<file path="src/rtl/vx_hpdcache_flush_sequencer.sv">
`default_nettype none
// ============================================================================
// Module      : vx_hpdcache_flush_sequencer
// Description : Request-side sequencer between the Vortex core memory bus and
//               the HPDCache core-interface adapter. Loads and stores pass
//               through with zero added latency while the number of in-flight
//               reads is tracked. A flush is accepted and held, all
//               outstanding read responses are drained, then exactly one
//               flush is issued downstream and its completion is forwarded
//               back to the core.
// Ports       : clk, reset         - clock, synchronous active-high reset
//               core_req_*         - upstream request channel (valid/ready)
//               core_rsp_*         - upstream response channel (no stall)
//               mem_req_*          - downstream request channel (valid/ready)
//               mem_rsp_*          - downstream response channel (no stall)
//               flush_busy         - high whenever a flush is in progress
//               err_o              - sticky counter underflow/overflow flag
// Revision    : 1.0 - initial release
// ============================================================================
module vx_hpdcache_flush_sequencer #(
   parameter int ADDR_WIDTH      = 32,
   parameter int DATA_WIDTH      = 128,
   parameter int TAG_WIDTH       = 8,
   parameter int MAX_OUTSTANDING = 16
) (
   input  logic                    clk,
   input  logic                    reset,

   input  logic                    core_req_valid,
   output logic                    core_req_ready,
   input  logic                    core_req_rw,
   input  logic                    core_req_flush,
   input  logic [ADDR_WIDTH-1:0]   core_req_addr,
   input  logic [DATA_WIDTH-1:0]   core_req_data,
   input  logic [DATA_WIDTH/8-1:0] core_req_byteen,
   input  logic [TAG_WIDTH-1:0]    core_req_tag,

   output logic                    core_rsp_valid,
   output logic [DATA_WIDTH-1:0]   core_rsp_data,
   output logic [TAG_WIDTH-1:0]    core_rsp_tag,

   output logic                    mem_req_valid,
   input  logic                    mem_req_ready,
   output logic                    mem_req_rw,
   output logic                    mem_req_flush,
   output logic [ADDR_WIDTH-1:0]   mem_req_addr,
   output logic [DATA_WIDTH-1:0]   mem_req_data,
   output logic [DATA_WIDTH/8-1:0] mem_req_byteen,
   output logic [TAG_WIDTH-1:0]    mem_req_tag,

   input  logic                    mem_rsp_valid,
   input  logic [DATA_WIDTH-1:0]   mem_rsp_data,
   input  logic [TAG_WIDTH-1:0]    mem_rsp_tag,

   output logic                    flush_busy,
   output logic                    err_o
);

   localparam int             CNT_W   = $clog2(MAX_OUTSTANDING + 1);
   localparam logic [CNT_W-1:0] C_CNT_MAX = CNT_W'(MAX_OUTSTANDING);

   typedef enum logic [1:0] {
      ST_IDLE  = 2'd0,
      ST_DRAIN = 2'd1,
      ST_ISSUE = 2'd2,
      ST_WAIT  = 2'd3
   } state_t;

   state_t                 state_q, state_d;
   logic [CNT_W-1:0]       cnt_q, cnt_d;
   logic [TAG_WIDTH-1:0]   flush_tag_q, flush_tag_d;
   logic                   err_q, err_d;
   logic                   flush_busy_q;

   logic                   w_is_read;
   logic                   w_cnt_full;
   logic                   w_cnt_zero;
   logic                   w_inc;
   logic                   w_dec;

   assign w_is_read  = !core_req_rw && !core_req_flush;
   assign w_cnt_full = (cnt_q == C_CNT_MAX);
   assign w_cnt_zero = (cnt_q == '0);

   // ------------------------------------------------------------------------
   // Response path: the adapter cannot be stalled, so it is a pure wire.
   // ------------------------------------------------------------------------
   assign core_rsp_valid = mem_rsp_valid;
   assign core_rsp_data  = mem_rsp_data;
   assign core_rsp_tag   = mem_rsp_tag;

   // ------------------------------------------------------------------------
   // Request path steering
   // ------------------------------------------------------------------------
   always_comb begin
      core_req_ready = 1'b0;
      mem_req_valid  = 1'b0;
      mem_req_rw     = core_req_rw;
      mem_req_flush  = 1'b0;
      mem_req_addr   = core_req_addr;
      mem_req_data   = core_req_data;
      mem_req_byteen = core_req_byteen;
      mem_req_tag    = core_req_tag;

      unique case (state_q)
         ST_IDLE: begin
            if (core_req_flush) begin
               // Flush is absorbed locally; nothing goes downstream yet.
               core_req_ready = 1'b1;
            end else if (w_is_read && w_cnt_full) begin
               // Read stalled: counter has no room for another response.
               core_req_ready = 1'b0;
            end else begin
               mem_req_valid  = core_req_valid;
               core_req_ready = mem_req_ready;
            end
         end
         ST_ISSUE: begin
            // Driven from registers only, so fields are stable until ready.
            mem_req_valid  = 1'b1;
            mem_req_flush  = 1'b1;
            mem_req_rw     = 1'b0;
            mem_req_addr   = '0;
            mem_req_data   = '0;
            mem_req_byteen = '0;
            mem_req_tag    = flush_tag_q;
         end
         default: begin
         end
      endcase

      if (reset) begin
         core_req_ready = 1'b0;
         mem_req_valid  = 1'b0;
      end
   end

   // ------------------------------------------------------------------------
   // Outstanding read counter and error flag
   // ------------------------------------------------------------------------
   // Only plain reads accepted in IDLE carry a response that counts; the
   // flush completion in WAIT is deliberately excluded from the decrement.
   assign w_inc = (state_q == ST_IDLE) && mem_req_valid && mem_req_ready
                  && !mem_req_rw && !mem_req_flush;
   assign w_dec = mem_rsp_valid && ((state_q == ST_IDLE) || (state_q == ST_DRAIN));

   always_comb begin
      cnt_d = cnt_q;
      err_d = err_q;

      unique case ({w_inc, w_dec})
         2'b10: begin
            if (w_cnt_full) err_d = 1'b1;
            else            cnt_d = cnt_q + 1'b1;
         end
         2'b01: begin
            if (!w_cnt_zero) cnt_d = cnt_q - 1'b1;
         end
         default: begin
         end
      endcase

      // A response with nothing outstanding is always a protocol error,
      // even when a new read is accepted in the same cycle.
      if (w_dec && w_cnt_zero) err_d = 1'b1;
   end

   // ------------------------------------------------------------------------
   // Flush sequencing
   // ------------------------------------------------------------------------
   always_comb begin
      state_d     = state_q;
      flush_tag_d = flush_tag_q;

      unique case (state_q)
         ST_IDLE: begin
            if (core_req_valid && core_req_ready && core_req_flush) begin
               flush_tag_d = core_req_tag;
               state_d     = ST_DRAIN;
            end
         end
         // Looking at the next count lets ISSUE follow the last response by
         // exactly one cycle, and also covers an already-empty counter.
         ST_DRAIN: begin
            if (cnt_d == '0) state_d = ST_ISSUE;
         end
         ST_ISSUE: begin
            if (mem_req_ready) state_d = ST_WAIT;
         end
         ST_WAIT: begin
            if (mem_rsp_valid) state_d = ST_IDLE;
         end
         default: state_d = ST_IDLE;
      endcase
   end

   always_ff @(posedge clk) begin
      if (reset) begin
         state_q      <= ST_IDLE;
         cnt_q        <= '0;
         flush_tag_q  <= '0;
         err_q        <= 1'b0;
         flush_busy_q <= 1'b0;
      end else begin
         state_q      <= state_d;
         cnt_q        <= cnt_d;
         flush_tag_q  <= flush_tag_d;
         err_q        <= err_d;
         flush_busy_q <= (state_d != ST_IDLE);
      end
   end

   assign flush_busy = flush_busy_q;
   assign err_o      = err_q;

endmodule
`default_nettype wire

</file>
<file path="config.mk">
export PLATFORM = sky130hd
export DESIGN_NAME = vx_hpdcache_flush_sequencer
export DESIGN_NICKNAME = d
export VERILOG_FILES = /design/src/rtl/vx_hpdcache_flush_sequencer.sv
export SDC_FILE = /design/constraint.sdc
export NUM_CORES = 1
export LEC_CHECK = 0
export ABC_AREA = 1
export CAP_MARGIN = 20
export CORE_AREA = 2 2 256 258
export CTS_CLUSTER_DIAMETER = 80
export DETAILED_ROUTE_END_ITERATION = 10
export DIE_AREA = 0 0 258 260
export HOLD_SLACK_MARGIN = 0.03
export PLACE_DENSITY = 0.34
export SYNTH_ARGS = -nofsm -noshare
export SYNTH_HDL_FRONTEND = slang
export SYNTH_SLANG_ARGS = --single-unit
</file>
<file path="constraint.sdc">
create_clock -name clk -period 3.75 [get_ports clk]
set_clock_uncertainty 0.2 [all_clocks]
set_input_delay 0.75 -clock clk [delete_from_list [all_inputs] [get_ports clk]]
set_output_delay 0.75 -clock clk [all_outputs]
set_load 0.01 [all_outputs]
</file>
======== Yosys cells after proc, flatten, opt, wreduce, memory -nomap -nowiden ========
Cells that the tools add are included.
storage, ports and cells
  register bits after elaboration ......... 17
  output and inout port bits .............. 327
cells by class
  $add $sub $neg .......................... 2
  reduce and logical (&&, ||, !) cells .... 23
  multiplexer cells ....................... 25
  equal/unequal tests ..................... 6
operators by type and width
  kind                 count
  $mux 128             1
  $mux 32              1
  $mux 16              1
  $mux 1               12
  $logic_and 1x1->1    10
  $logic_not 5->1      2
  $mux 5               2
  $pmux 5 s2           1
  $mux 2               4
  $mux 8               1
  $pmux 2 s4           1
  $eq 2x2->1 const B   3
  $reduce_bool 2->1    3
  $add 5x1->5 const B  1
  $eq 5x5->1 const B   1
  $sub 5x1->5 const B  1
  $eq 2x1->1 const B   2
  $logic_not 1->1      4
  $reduce_and 2->1     2
  $logic_not 2->1      1
  $pmux 1 s2           1
  $logic_or 1x1->1     1

======== Longest topological paths before layout ========
  depth after elaboration ................. 17
  mapped depth ............................ 20

======== Worst setup path after synthesis ========
OpenSTA, ideal clock, no wires.
  path kind ............................... register -> register
  start point ............................. reg cnt_q[0]
  end point ............................... reg flush_busy_q (netlist: flush_busy)
  path buffers ............................ 0
  clock period less this slack ............ 2.619 ns
  stages on the path, launching flop included .. 20
  data arrival time ....................... 2.302 ns
  required time ........................... 3.432 ns
  slack ................................... 1.131 ns
  cells stage by stage .................... dfxtp_1 -> inv_1 -> ha_1 -> nand3_2 -> nor3_2 -> nor3_1 -> nand2_1 -> nand2_1 -> nand4_1 -> ha_1 -> inv_1 -> nand3_1 -> nand2_1 -> nand2_1 -> nor2_2 -> nand3_1 -> nand2_1 -> nand2_1 -> nand2_2 -> nand3_2
between the ends
  longest elaborated chain between the ends .. 16
  elaborated cells between the ends (all ways) .. 29
  classes of those cells .................. add/sub (2); eq/ne (3); mux (14); reduce/logical (10)
ends and longest elaborated chain
  element                                   line  text
  start, declared                           70    logic [CNT_W-1:0] cnt_q, cnt_d;
  start signal, assigned                    206   cnt_q <= cnt_d;
  $eq 5x5->1                                82    assign w_cnt_full = (cnt_q == C_CNT_MAX);
  $logic_and 1x1->1                         110   end else if (w_is_read && w_cnt_full) begin
  $mux 1                                    110
  $mux 1                                    107   if (core_req_flush) begin
  $pmux 1 s2                                105   unique case (state_q)
  $mux 1                                    132   if (reset) begin
  $logic_and 1x1->1 (2 in a row)            143   assign w_inc = (state_q == ST_IDLE) && mem_req_valid && mem_req_ready
  $logic_and 1x1->1 (2 in a row)            144   && !mem_req_rw && !mem_req_flush;
  $eq 2x1->1 or $eq 2x2->1 (tied branches)  151   unique case ({w_inc, w_dec})
  $pmux 5 s2                                151
  $logic_not 5->1                           185   if (cnt_d == '0) state_d = ST_ISSUE;
  $mux 2                                    185
  $pmux 2 s4 (*)                            175   unique case (state_q)
  $reduce_bool 2->1 (*)                     209   flush_busy_q <= (state_d != ST_IDLE);
  end signal, assigned                      209
  end, declared                             73    logic flush_busy_q;
Mark *: on every way between the ends. The rest lies on a longest branch, timed or not.
A chain may end at the register's enable or synchronous reset.

======== Final worst setup path ========
  start point ............................. in core_req_flush
  end point ............................... out mem_req_valid
between the ends
  longest elaborated chain between the ends .. 7
ends and longest elaborated chain
  element            line  text
  start, declared    32    input logic core_req_flush,
  $logic_not 1->1    81    assign w_is_read = !core_req_rw && !core_req_flush;
  $logic_and 1x1->1  81
  $logic_and 1x1->1  110
  $mux 1             110
  $mux 1 (*)         107
  $pmux 1 s2 (*)     105
  $mux 1 (*)         132
  end, declared      42    output logic mem_req_valid,
Marks and branches as above.

==> results.toml <==
[floorplanning]
die_x_um = 258
start_util = 0.0571
coreArea_sq_um = 64100
die_area_sq_um = 67100
fp.dieH_um = 260
row_count = 93
io_pins = 654

[run_status]
status = "finished, final reports clean"

[worst_setup_path]
regToRegEndpoint = "state_q[0]"
timing.rr.start = "cnt_q[0]"
crit_arrival_ns = 2.41
cp-end-kind = "primary output"
r2r_setup_slack_ns = 0.75
worstPathRequired_ns = 2.80
path_class = "input port to primary output"
cp_max_fo = 4
start_kind = "input port"
r2r_cells = 19

[yosys]
syn-cell-area_sq_um = 3660
synth-seq-cells = 17
ys_types = 27
synth_nets = 1017
post_synth.cell_area_avg_sq_um = 5.34
yosysSeqAreaShare = 0.0930
synthCells = 685
ys_warn_count = 0

[place]
hpwl_mm = 23.9
port_buffers = 381
place_inst = 1768
dp_slack_ns = 0.304
finalWeightedCongestion = 0.887

[route]
route.detailed.drc = 0
vias = 4513
wire_per_inst_um = 14.9
drtIter0Drc = 193
drt_pass1_iterations = 4
drt_wl_total_mm = 26.4
drtAntennaViolNets = 0
avgViaCountPerCell = 2.55

[cells_and_area]
layout-drive-gt1-share = 0.0403
n_fill_cell = 7460
final_common_cell = "clkdlybuf4s50_1"
mostFrequentLayoutCells = "381 x clkdlybuf4s50_1, 200 x inv_1, 200 x nor2_1"
final_cells = 1773
nets = 1250
multi_input_area_sq_um = 1420
area_growth_pct = 107
final-seq-area_sq_um = 340

[timing]
fin_tns_setup_ns = 0
fin_ws_ns = 0.390
max_slew.worst_pin.slew_ns = 0.428
slew_headroom = 0.714
fin_crit_sh = 0.896
fmax_mhz = 298
finalSetupViolCount = 0
hold_viol = 0
post-route-min-period_ns = 3.36
rsz0062_at_grt = "no"
drv_slew = 0

[global_routing]
grt_pass1_vias = 4563
grt_pass1_wl_mm = 34.8
overflow = 0
grt_use_total = 0.0725
grt_antenna_before_repair = 1
grt_start_max_net_pins = 85

[clock_tree]
cts_hold_buffers = 0
cts_buffers = 3
h-tree-depth = 1
ctsResizeCount = 0
cts_sinks = 17
cts_root_buffer = "clkbuf_16"
cts_tree = "yes"
clkSlewWorstSetupHoldPaths_ns = 0.05
cts_setup_buffers = 0
clock_latency_ns = 0.25
cts_buffer_depth = 2

[worst_hold_path]
min_from = "flush_tag_q[1]"
holdPathEnd = "flush_tag_q[1]"
hold_path_class = "register to register"
whs_path_depth = 2

[pwr]
powerDensity_nw_per_um2 = 411
leakagePower_nw = 3.39
vdd_ir_drop_max_mv = 0.182

[run]
drv_cap = 0
area by class of cell:
| type | instances | area share |
|---|---|---|
| inverter | 201 | 0.0998 |
| timing repair buffer | 389 | 0.515 |
| multi-input combinational | 306 | 0.187 |
| clock inverter | 1 | 0.000662 |
| sequential | 17 | 0.0450 |
| antenna | 1 | 0.000331 |
| tap | 855 | 0.141 |
| clock buffer | 3 | 0.00993 |
synthesized netlist by cell type:
cell,count,area (sq um)
a211oi_2,8,100
a21oi_1,5,25.0
a22oi_1,1,7.51
buf_1,1,3.75
buf_2,14,70.1
buf_4,137,1030
buf_6,2,22.5
clkbuf_1,7,26.3
dfxtp_1,17,340
ha_1,5,62.6
inv_1,200,751
inv_2,1,3.75
nand2_1,42,158
nand2_2,1,6.26
nand2_4,1,11.3
nand3_1,10,50.1
nand3_2,2,20.0
nand3_4,2,35.0
nand4_1,7,43.8
nor2_1,200,751
nor2_2,5,31.3
nor2_4,2,22.5
nor3_1,2,10.0
nor3_2,2,20.0
o21ai_0,9,45.0
o21ai_1,1,5.00
o21ai_2,1,8.76
routing by layer:
layer,track usage,part of all wire,routed length (um),up-vias
met5,0,0,0,-
met4,0.0120,0.0085,224,0
met3,0.0578,0.19,5110,12
met2,0.146,0.54,14400,445
met1,0.0516,0.25,6700,1828
li1,-,-,-,2228
metrics by stage:
stage / hold WS (ns) / instance area (sq um) / util / total power [W]
finish: 0.271 / 7560 / 0.118 / 0.00311
global route: 0.293 / 7560 / 0.118 / 0.00339
CTS: 0.276 / 7560 / 0.118 / 0.00317
detailed placement: 0.266 / 7480 / 0.117 / 0.00294
global placement: 0.260 / 7480 / 0.117 / 0.00297
floorplan: 0.250 / 3660 / - / 0.00156
how the worst max path moves through the flow:
stage / cells after the start / startpoint / end
after global routing: 6 / core_req_flush / mem_req_valid
after global placement: 17 / core_req_flush / flush_busy
after floorplan: 19 / cnt_q[0] / flush_busy
after CTS: 6 / core_req_flush / mem_req_valid
after detailed placement: 17 / core_req_flush / flush_busy
final: 6 / core_req_flush / mem_req_valid
cell families after synthesis:
kind of cell             Yosys count  synth area share
AO/OA/AOI/OAI                     25            0.0523
adder cells (fa/ha/maj)            5            0.0171
buffers and inverters            362             0.521
flip-flops                        17            0.0930
AND/OR/NAND/NOR                  276             0.317
worst max-delay path: stages:
cell and delay, ns:
clkdlybuf4s50_1 0.60, nor3_2 0.10, nor3_1 0.15, nand2_1 0.09, a21oi_1 0.14, clkdlybuf4s50_1 0.57
power breakdown:
part / switching, W / internal [W]
Combinational: 0.00127 / 0.00134
Sequential: 0.0000586 / 0.000225
Clock: 0.0000802 / 0.000143
registers in the layout, indices dropped and copies added (netlist names):
| signal | flops |
|---|---|
| err_o | 1 |
| cnt_q | 5 |
| flush_tag_q | 8 |
| state_q | 2 |
| flush_busy | 1 |
No activity file was read; power rests on OpenSTA's default activity.
